File: src/rtl/spell_mem_spi.sv
// spell_mem_spi: serves byte-wide code/data requests from a mode-0 SPI SRAM (code at 0x0000, data at 0x0100).
// Define SPELL_MEM_CODE_CACHE_EN to add a one-entry code read buffer.
module spell_mem_spi #(
  parameter int unsigned CLK_DIV        = 2,
  parameter int unsigned CS_HIGH_CYCLES = 2
) (
  input  logic       clock,
  input  logic       reset_n,
  input  logic       select,
  input  logic [7:0] addr,
  input  logic [7:0] data_in,
  input  logic [1:0] memory_type,
  input  logic       write,
  output logic [7:0] data_out,
  output logic       data_ready,
  output logic       busy,
  output logic       spi_sck,
  output logic       spi_cs_n,
  output logic       spi_mosi,
  input  logic       spi_miso
);

  localparam logic [1:0] MemTypeData = 2'd0;
  localparam logic [1:0] MemTypeCode = 2'd1;

  // Zero settings are illegal and behave as 1.
  localparam int unsigned DivEff  = (CLK_DIV == 0) ? 1 : CLK_DIV;
  localparam int unsigned CsEff   = (CS_HIGH_CYCLES == 0) ? 1 : CS_HIGH_CYCLES;
  localparam logic [7:0]  DivLast = 8'(DivEff - 1);
  localparam logic [7:0]  GapLast = 8'((CsEff >= 2) ? CsEff - 2 : 0);
  localparam bit          HasGap  = (CsEff >= 2);

  typedef enum logic [2:0] {
    StIdle, StSetup, StShift, StDone, StGap, StLocal, StRelease
  } state_e;

  state_e      state_q;
  logic        write_q;
  logic [31:0] frame_q;
  logic [7:0]  rxData_q;
  logic [7:0]  div_q;
  logic [5:0]  phase_q;
  logic [7:0]  gap_q;
  logic        sck_q, csN_q, mosi_q, ready_q, busy_q;
  logic [7:0]  dataOut_q;

  logic [31:0] frame_d;
  logic        isSpiType;
  logic        acceptHit;
  logic        localHit;
  logic [7:0]  localValue;

  assign frame_d   = {write ? 8'h02 : 8'h03, 7'b0, memory_type == MemTypeData,
                      addr, write ? data_in : 8'h00};
  assign isSpiType = (memory_type == MemTypeData) || (memory_type == MemTypeCode);

`ifdef SPELL_MEM_CODE_CACHE_EN
  logic       cacheValid_q;
  logic [7:0] cacheTag_q, cacheValue_q;
  logic [7:0] addr_q, data_q;
  logic [1:0] type_q;

  assign acceptHit  = !write && (memory_type == MemTypeCode) && cacheValid_q &&
                      (addr == cacheTag_q);
  assign localHit   = !write_q && (type_q == MemTypeCode) && cacheValid_q &&
                      (addr_q == cacheTag_q);
  assign localValue = cacheValue_q;

  // Code read misses fill the buffer; code writes to the buffered address refresh it.
  always_ff @(posedge clock) begin
    if (!reset_n) begin
      cacheValid_q <= 1'b0;
      cacheTag_q   <= 8'h00;
      cacheValue_q <= 8'h00;
      addr_q       <= 8'h00;
      data_q       <= 8'h00;
      type_q       <= 2'd0;
    end else begin
      if (state_q == StIdle && select) begin
        addr_q <= addr;
        data_q <= data_in;
        type_q <= memory_type;
      end
      if (state_q == StDone && type_q == MemTypeCode) begin
        if (!write_q) begin
          cacheValid_q <= 1'b1;
          cacheTag_q   <= addr_q;
          cacheValue_q <= rxData_q;
        end else if (cacheValid_q && addr_q == cacheTag_q) begin
          cacheValue_q <= data_q;
        end
      end
    end
  end
`else
  assign acceptHit  = 1'b0;
  assign localHit   = 1'b0;
  assign localValue = 8'h00;
`endif

  always_ff @(posedge clock) begin
    if (!reset_n) begin
      state_q   <= StIdle;
      write_q   <= 1'b0;
      frame_q   <= 32'h0;
      rxData_q  <= 8'h00;
      div_q     <= 8'h00;
      phase_q   <= 6'd0;
      gap_q     <= 8'h00;
      sck_q     <= 1'b0;
      csN_q     <= 1'b1;
      mosi_q    <= 1'b0;
      ready_q   <= 1'b0;
      busy_q    <= 1'b0;
      dataOut_q <= 8'h00;
    end else begin
      ready_q <= 1'b0;
      unique case (state_q)
        StIdle: begin
          if (select) begin
            write_q <= write;
            frame_q <= frame_d;
            busy_q  <= 1'b1;
            state_q <= (isSpiType && !acceptHit) ? StSetup : StLocal;
          end
        end
        StSetup: begin
          csN_q   <= 1'b0;
          mosi_q  <= frame_q[31];
          frame_q <= {frame_q[30:0], 1'b0};
          div_q   <= 8'h00;
          phase_q <= 6'd0;
          state_q <= StShift;
        end
        // Even phases end with SCK rising (MISO sampled in the data byte), odd ones with SCK falling.
        StShift: begin
          if (div_q != DivLast) begin
            div_q <= div_q + 8'd1;
          end else begin
            div_q   <= 8'h00;
            phase_q <= phase_q + 6'd1;
            if (!phase_q[0]) begin
              sck_q <= 1'b1;
              if (phase_q >= 6'd48) rxData_q <= {rxData_q[6:0], spi_miso};
            end else begin
              sck_q <= 1'b0;
              if (phase_q == 6'd63) begin
                mosi_q  <= 1'b0;
                state_q <= StDone;
              end else begin
                mosi_q  <= frame_q[31];
                frame_q <= {frame_q[30:0], 1'b0};
              end
            end
          end
        end
        StDone: begin
          csN_q   <= 1'b1;
          ready_q <= 1'b1;
          if (!write_q) dataOut_q <= rxData_q;
          gap_q   <= 8'h00;
          state_q <= HasGap ? StGap : StRelease;
        end
        StGap: begin
          if (gap_q == GapLast) state_q <= StRelease;
          else gap_q <= gap_q + 8'd1;
        end
        StLocal: begin
          ready_q <= 1'b1;
          if (!write_q) dataOut_q <= localHit ? localValue : 8'h00;
          state_q <= StRelease;
        end
        // A select level left over from the finished request must not start another one.
        StRelease: begin
          if (!select) begin
            busy_q  <= 1'b0;
            state_q <= StIdle;
          end
        end
        default: state_q <= StIdle;
      endcase
    end
  end

  assign data_out   = dataOut_q;
  assign data_ready = ready_q;
  assign busy       = busy_q;
  assign spi_sck    = sck_q;
  assign spi_cs_n   = csN_q;
  assign spi_mosi   = mosi_q;

endmodule

File: config.mk
export PLATFORM = sky130hd
export DESIGN_NAME = spell_mem_spi
export DESIGN_NICKNAME = d
export VERILOG_FILES = /design/src/rtl/spell_mem_spi.sv
export SDC_FILE = /design/constraint.sdc
export NUM_CORES = 1
export LEC_CHECK = 0
export ABC_AREA = 0
export CORE_MARGIN = 5
export CORE_UTILIZATION = 45
export CTS_BUF_LIST = sky130_fd_sc_hd__clkbuf_4
export DETAILED_ROUTE_END_ITERATION = 8
export GPL_TIMING_DRIVEN = 0
export PLACE_DENSITY_LB_ADDON = 0.08
export SLEW_MARGIN = 30
export SYNTH_ARGS = -nofsm -noshare
export SYNTH_HDL_FRONTEND = slang
export SYNTH_SLANG_ARGS = --single-unit
File: constraint.sdc
create_clock -name clock -period 2.8 [get_ports clock]
set_clock_uncertainty 0.1 [all_clocks]
set_input_delay 0.56 -clock clock [delete_from_list [all_inputs] [get_ports clock]]
set_output_delay 0.56 -clock clock [all_outputs]
set_load 0.02 [all_outputs]
==> results of run 1 <==
worst max-delay path: stages, from the launching register on:
cell and delay (ns):
dfxtp_1 0.36, clkbuf_1 0.23, nor4b_1 0.78, nand4_1 0.61, mux2i_1 0.32, nor2_1 0.06
metrics by stage:
step | hold slack, ns | worst slack [ns] | utilization, % | power, uW | cell area [um2]
floorplan | 0.334 | 0.689 | - | 2620 | 3830
global placement | 0.341 | 0.206 | 52.1 | 3040 | 4300
detailed placement | 0.344 | 0.215 | 52.1 | 3060 | 4300
CTS | 0.355 | 0.265 | 53.8 | 3780 | 4450
global route | 0.381 | 0.0242 | 53.8 | 4030 | 4450
finish | 0.349 | 0.235 | 53.8 | 3760 | 4450
flip-flops by register name, summed over array words and instances, names as in the netlist:
name        flops
busy            1
data_ready      1
div_q           8
frame_q        32
data_out        8
state_q         3
gap_q           8
spi_sck         1
write_q         1
spi_cs_n        1
rxData_q        8
phase_q         6
spi_mosi        1
worst max-delay path by stage:
stage / from / to / cells past startpoint
3_5_place_dp: reset_n / spi_mosi / 5
4_1_cts: state_q[2] / rxData_q[1] / 5
5_1_grt: state_q[2] / rxData_q[4] / 5
6_report: state_q[2] / rxData_q[0] / 5
3_3_place_gp: reset_n / spi_mosi / 5
2_1_floorplan: div_q[0] / phase_q[5] / 5
cell families (layout without fill, tap and decap cells):
group | after synthesis | in the layout
and+or+nand+nor | 172 | 172
AOI/OAI and AO/OA | 104 | 104
DFF | 79 | 79
muxes | 44 | 44
buffers and inverters | 39 | 89
xor gates and xnor gates | 7 | 7
adders and majority gates | 5 | 5
cells in the mapped netlist, types with 5 or more instances:
cell / number
a21o_1: 12
a21oi_1: 30
and3_1: 14
buf_2: 6
clkbuf_1: 24
dfxtp_1: 79
ha_1: 5
inv_1: 8
mux2i_1: 43
nand2_1: 61
nand2b_1: 5
nand3_1: 41
nor2_1: 22
o21ai_0: 27
placed cells by master (no fill, tap or decap), drive strengths merged, types with 4 or more instances in the layout:
cell type and n:
a211oi 4, a21o 12, a21oi 30, and3 14
buf 7, clkbuf 33, clkdlybuf4s50 34, dfxtp 79
ha 5, inv 11, mux2i 43, nand2 61
nand2b 5, nand3 41, nand4 4, nor2 22
nor3 4, nor3b 4, o211ai 4, o21ai 27
xor2 4
power by group:
group / switching, uW / internal [uW] / leakage (uW)
logic: 1070 / 625 / 0.00103
registers: 76.6 / 1270 / 0.000640
clock network: 440 / 281 / 0.0000773
per-layer routing:
layer  up-vias  part of all wire [%]
met5         -                     0
met4         0                  0.91
met3         7                   4.6
met2        57                    46
met1      1584                    49
li1       1703                     -
final cells by class:
class	instances	share of cell area, %
multi-input combinational	332	47.1
clock inverter	7	1.74
clock buffer	9	1.52
buffer	31	2.79
timing repair buffer	34	7.65
sequential	79	35.6
tap	105	2.95
inverter	8	0.675
==> run summary, run 1 <==
### Clock network
• **buffer levels on the longest clock path** 2
• **number of buffers inserted during clock tree synthesis** 9
• **clock tree from TritonCTS** yes
• **CTS sink cnt** 79
• **total number of H-tree levels** 3
• **number of hold buffers added after cts** 0
• **Skew-Pair Late Insertion Delay** 0.44 ns
• **clock root buffer master** clkbuf_4
• **post-CTS setup buffers** 0
• **CTS resizes** 0
• **clock-pin slew reported for the worst setup and hold paths after clock tree synthesis** 0.14 ns

### Yosys
• **count of cell types in the netlist** 55
• **Post-synth EDFFs** 0
• **count of warnings emitted by yosys** 0
• **dominant combinational cell family by area after synthesis** simple AND/OR/NAND/NOR gates
• **cell type with the highest aggregate area in the netlist** dfxtp_1
• **Netlist Area Pre-Place** 3830 um2
• **portion of synthesized cell area occupied by the leading cell type** 41.3%
• **Top FF cell, synth** dfxtp_1
• **fraction of the mapped netlist area in adder cells** 1.63%
• **post-synthesis async set-or-reset flop share** 0%
• **proportion of synthesized area in mux cells** 11.5%
• **FF+latch count, synth** 79
• **syn avg cell area** 8.51 um2
• **ranking of synthesized cells by area** dfxtp_1 41%, mux2i_1 11%, nand2_1 6.0%
• **Syn Nets** 478
• **sequential element share of the synthesized area** 41.3%
• **Synth Area in XOR/XNOR** 1.60%
• **compound-gate portion of the synthesized area** 17.6%
• **synthesized instance count** 450
• **share of synthesized cell area in and, or, nand and nor gates** 22.3%

### Global routing
• **layer carrying the most global-route usage** met2
• **via count of the first global-routing pass** 3283
• **global route overflow** 0
• **initial antenna violation count** 0
• **global routing met3 resource utilization** 4.71%
• **met1 track demand over resource** 25.7%
• **GRT Resource Usage Total** 19.0%
• **largest net degree at the start of global routing** 16
• **wire length of the first global-routing pass** 15.9 mm
• **met2 Resource Use GR** 30.2%

### Route
• **WL final** 9.25 mm
• **post-detailed-route via-to-cell ratio** 5.54
• **via count** 3351
• **First DRT Iteration DRCs** 176
• **final routed wire length divided by cell count** 15.3 um
• **drt drc** 0
• **detailed-router iteration count before antenna repair** 4
• **number of nets still failing antenna checks after routing** 0

### Floorplanning
• **die area** 10500 um2
• **Core ar.** 8260 um2
• **Std-Cell Rows** 33
• **Ports** 36
• **die outline width** 102 um
• **Die Span Y** 102 um
• **initial core utilization** 46.4%

### Outcome
• **run status** finished, final reports clean

### STA
• **Final Hold Viols** 0
• **setup repair after global routing missed its margin** no
• **max frequency** 0.390 GHz
• **relative max-transition margin** 42.7%
• **fin. max-slew vios** 0
• **setup TNS** 0 ns
• **number of endpoints failing setup at the final stage** 0
• **Min Clock Period, post-route** 2.56 ns
• **Worst-Margin Slew** 0.860 ns
• **fin crit share** 91.6%

### Critical path
• **worst setup path class** reg -> reg
• **biggest fanout along the worst timing path** 10
• **startpoint of the worst-slack reg-to-reg timing path** state_q[2]
• **Critical Path End Type** flip-flop
• **startpoint kind of the worst setup timing path** flip-flop
• **worst endpoint data arrival time** 2.78 ns
• **R2R depth** 5
• **worst-case register-to-register setup slack** 0.24 ns
• **capturing point of the worst reg2reg path** rxData_q[0]
• **data required time of the worst path** 3.01 ns

### Finish
• **Fill cells** 824
• **count of inserted antenna diode cells** 0
• **Nets** 523
• **fraction of layout instances using a drive strength above 1** 6.00%
• **area occupied by multi-input gates** 2090 um2
• **post-route insts no fill** 605
• **Area growth syn-to-layout** 16.1%
• **register cell area after layout** 1580 um2

### Placement
• **PortBufs** 34
• **placed cells** 589
• **half-perimeter wire length after placement** 6.51 mm
• **gp weighted congestion** 0.816

### Job
• **MaxCap Viol Count** 0

### Power and ir drop
• **pwr/cell area** 846 nW/um2
• **Max VDD drop** 0.298 mV
• **total leakage power** 0.00174 uW

### Worst hold path
• **hold path depth** 2
• **Hold Crit Start** frame_q[27]
• **Hold Path Class** reg -> reg
• **endpoint of the worst hold path** frame_q[28]

(Power assumes the default switching activity.)
==> run 2: changes to the inputs <==
--- a/config.mk
+++ b/config.mk
@@ -12,6 +12,7 @@
 export DETAILED_ROUTE_END_ITERATION = 8
 export GPL_TIMING_DRIVEN = 0
 export PLACE_DENSITY_LB_ADDON = 0.08
+export SKIP_CTS_REPAIR_TIMING = 1
 export SLEW_MARGIN = 30
 export SYNTH_ARGS = -nofsm -noshare
 export SYNTH_HDL_FRONTEND = slang
==> results of run 2 <==
No change in the layout: final DEF, timing and power equal those of run 1.
==> run 3: changes to the inputs <==
--- a/config.mk
+++ b/config.mk
@@ -13,7 +13,7 @@
 export GPL_TIMING_DRIVEN = 0
 export PLACE_DENSITY_LB_ADDON = 0.08
 export SKIP_CTS_REPAIR_TIMING = 1
-export SLEW_MARGIN = 30
+export SLEW_MARGIN = 5
 export SYNTH_ARGS = -nofsm -noshare
 export SYNTH_HDL_FRONTEND = slang
 export SYNTH_SLANG_ARGS = --single-unit
==> results of run 3 <==
No change in the layout: final DEF, timing and power equal those of run 1.
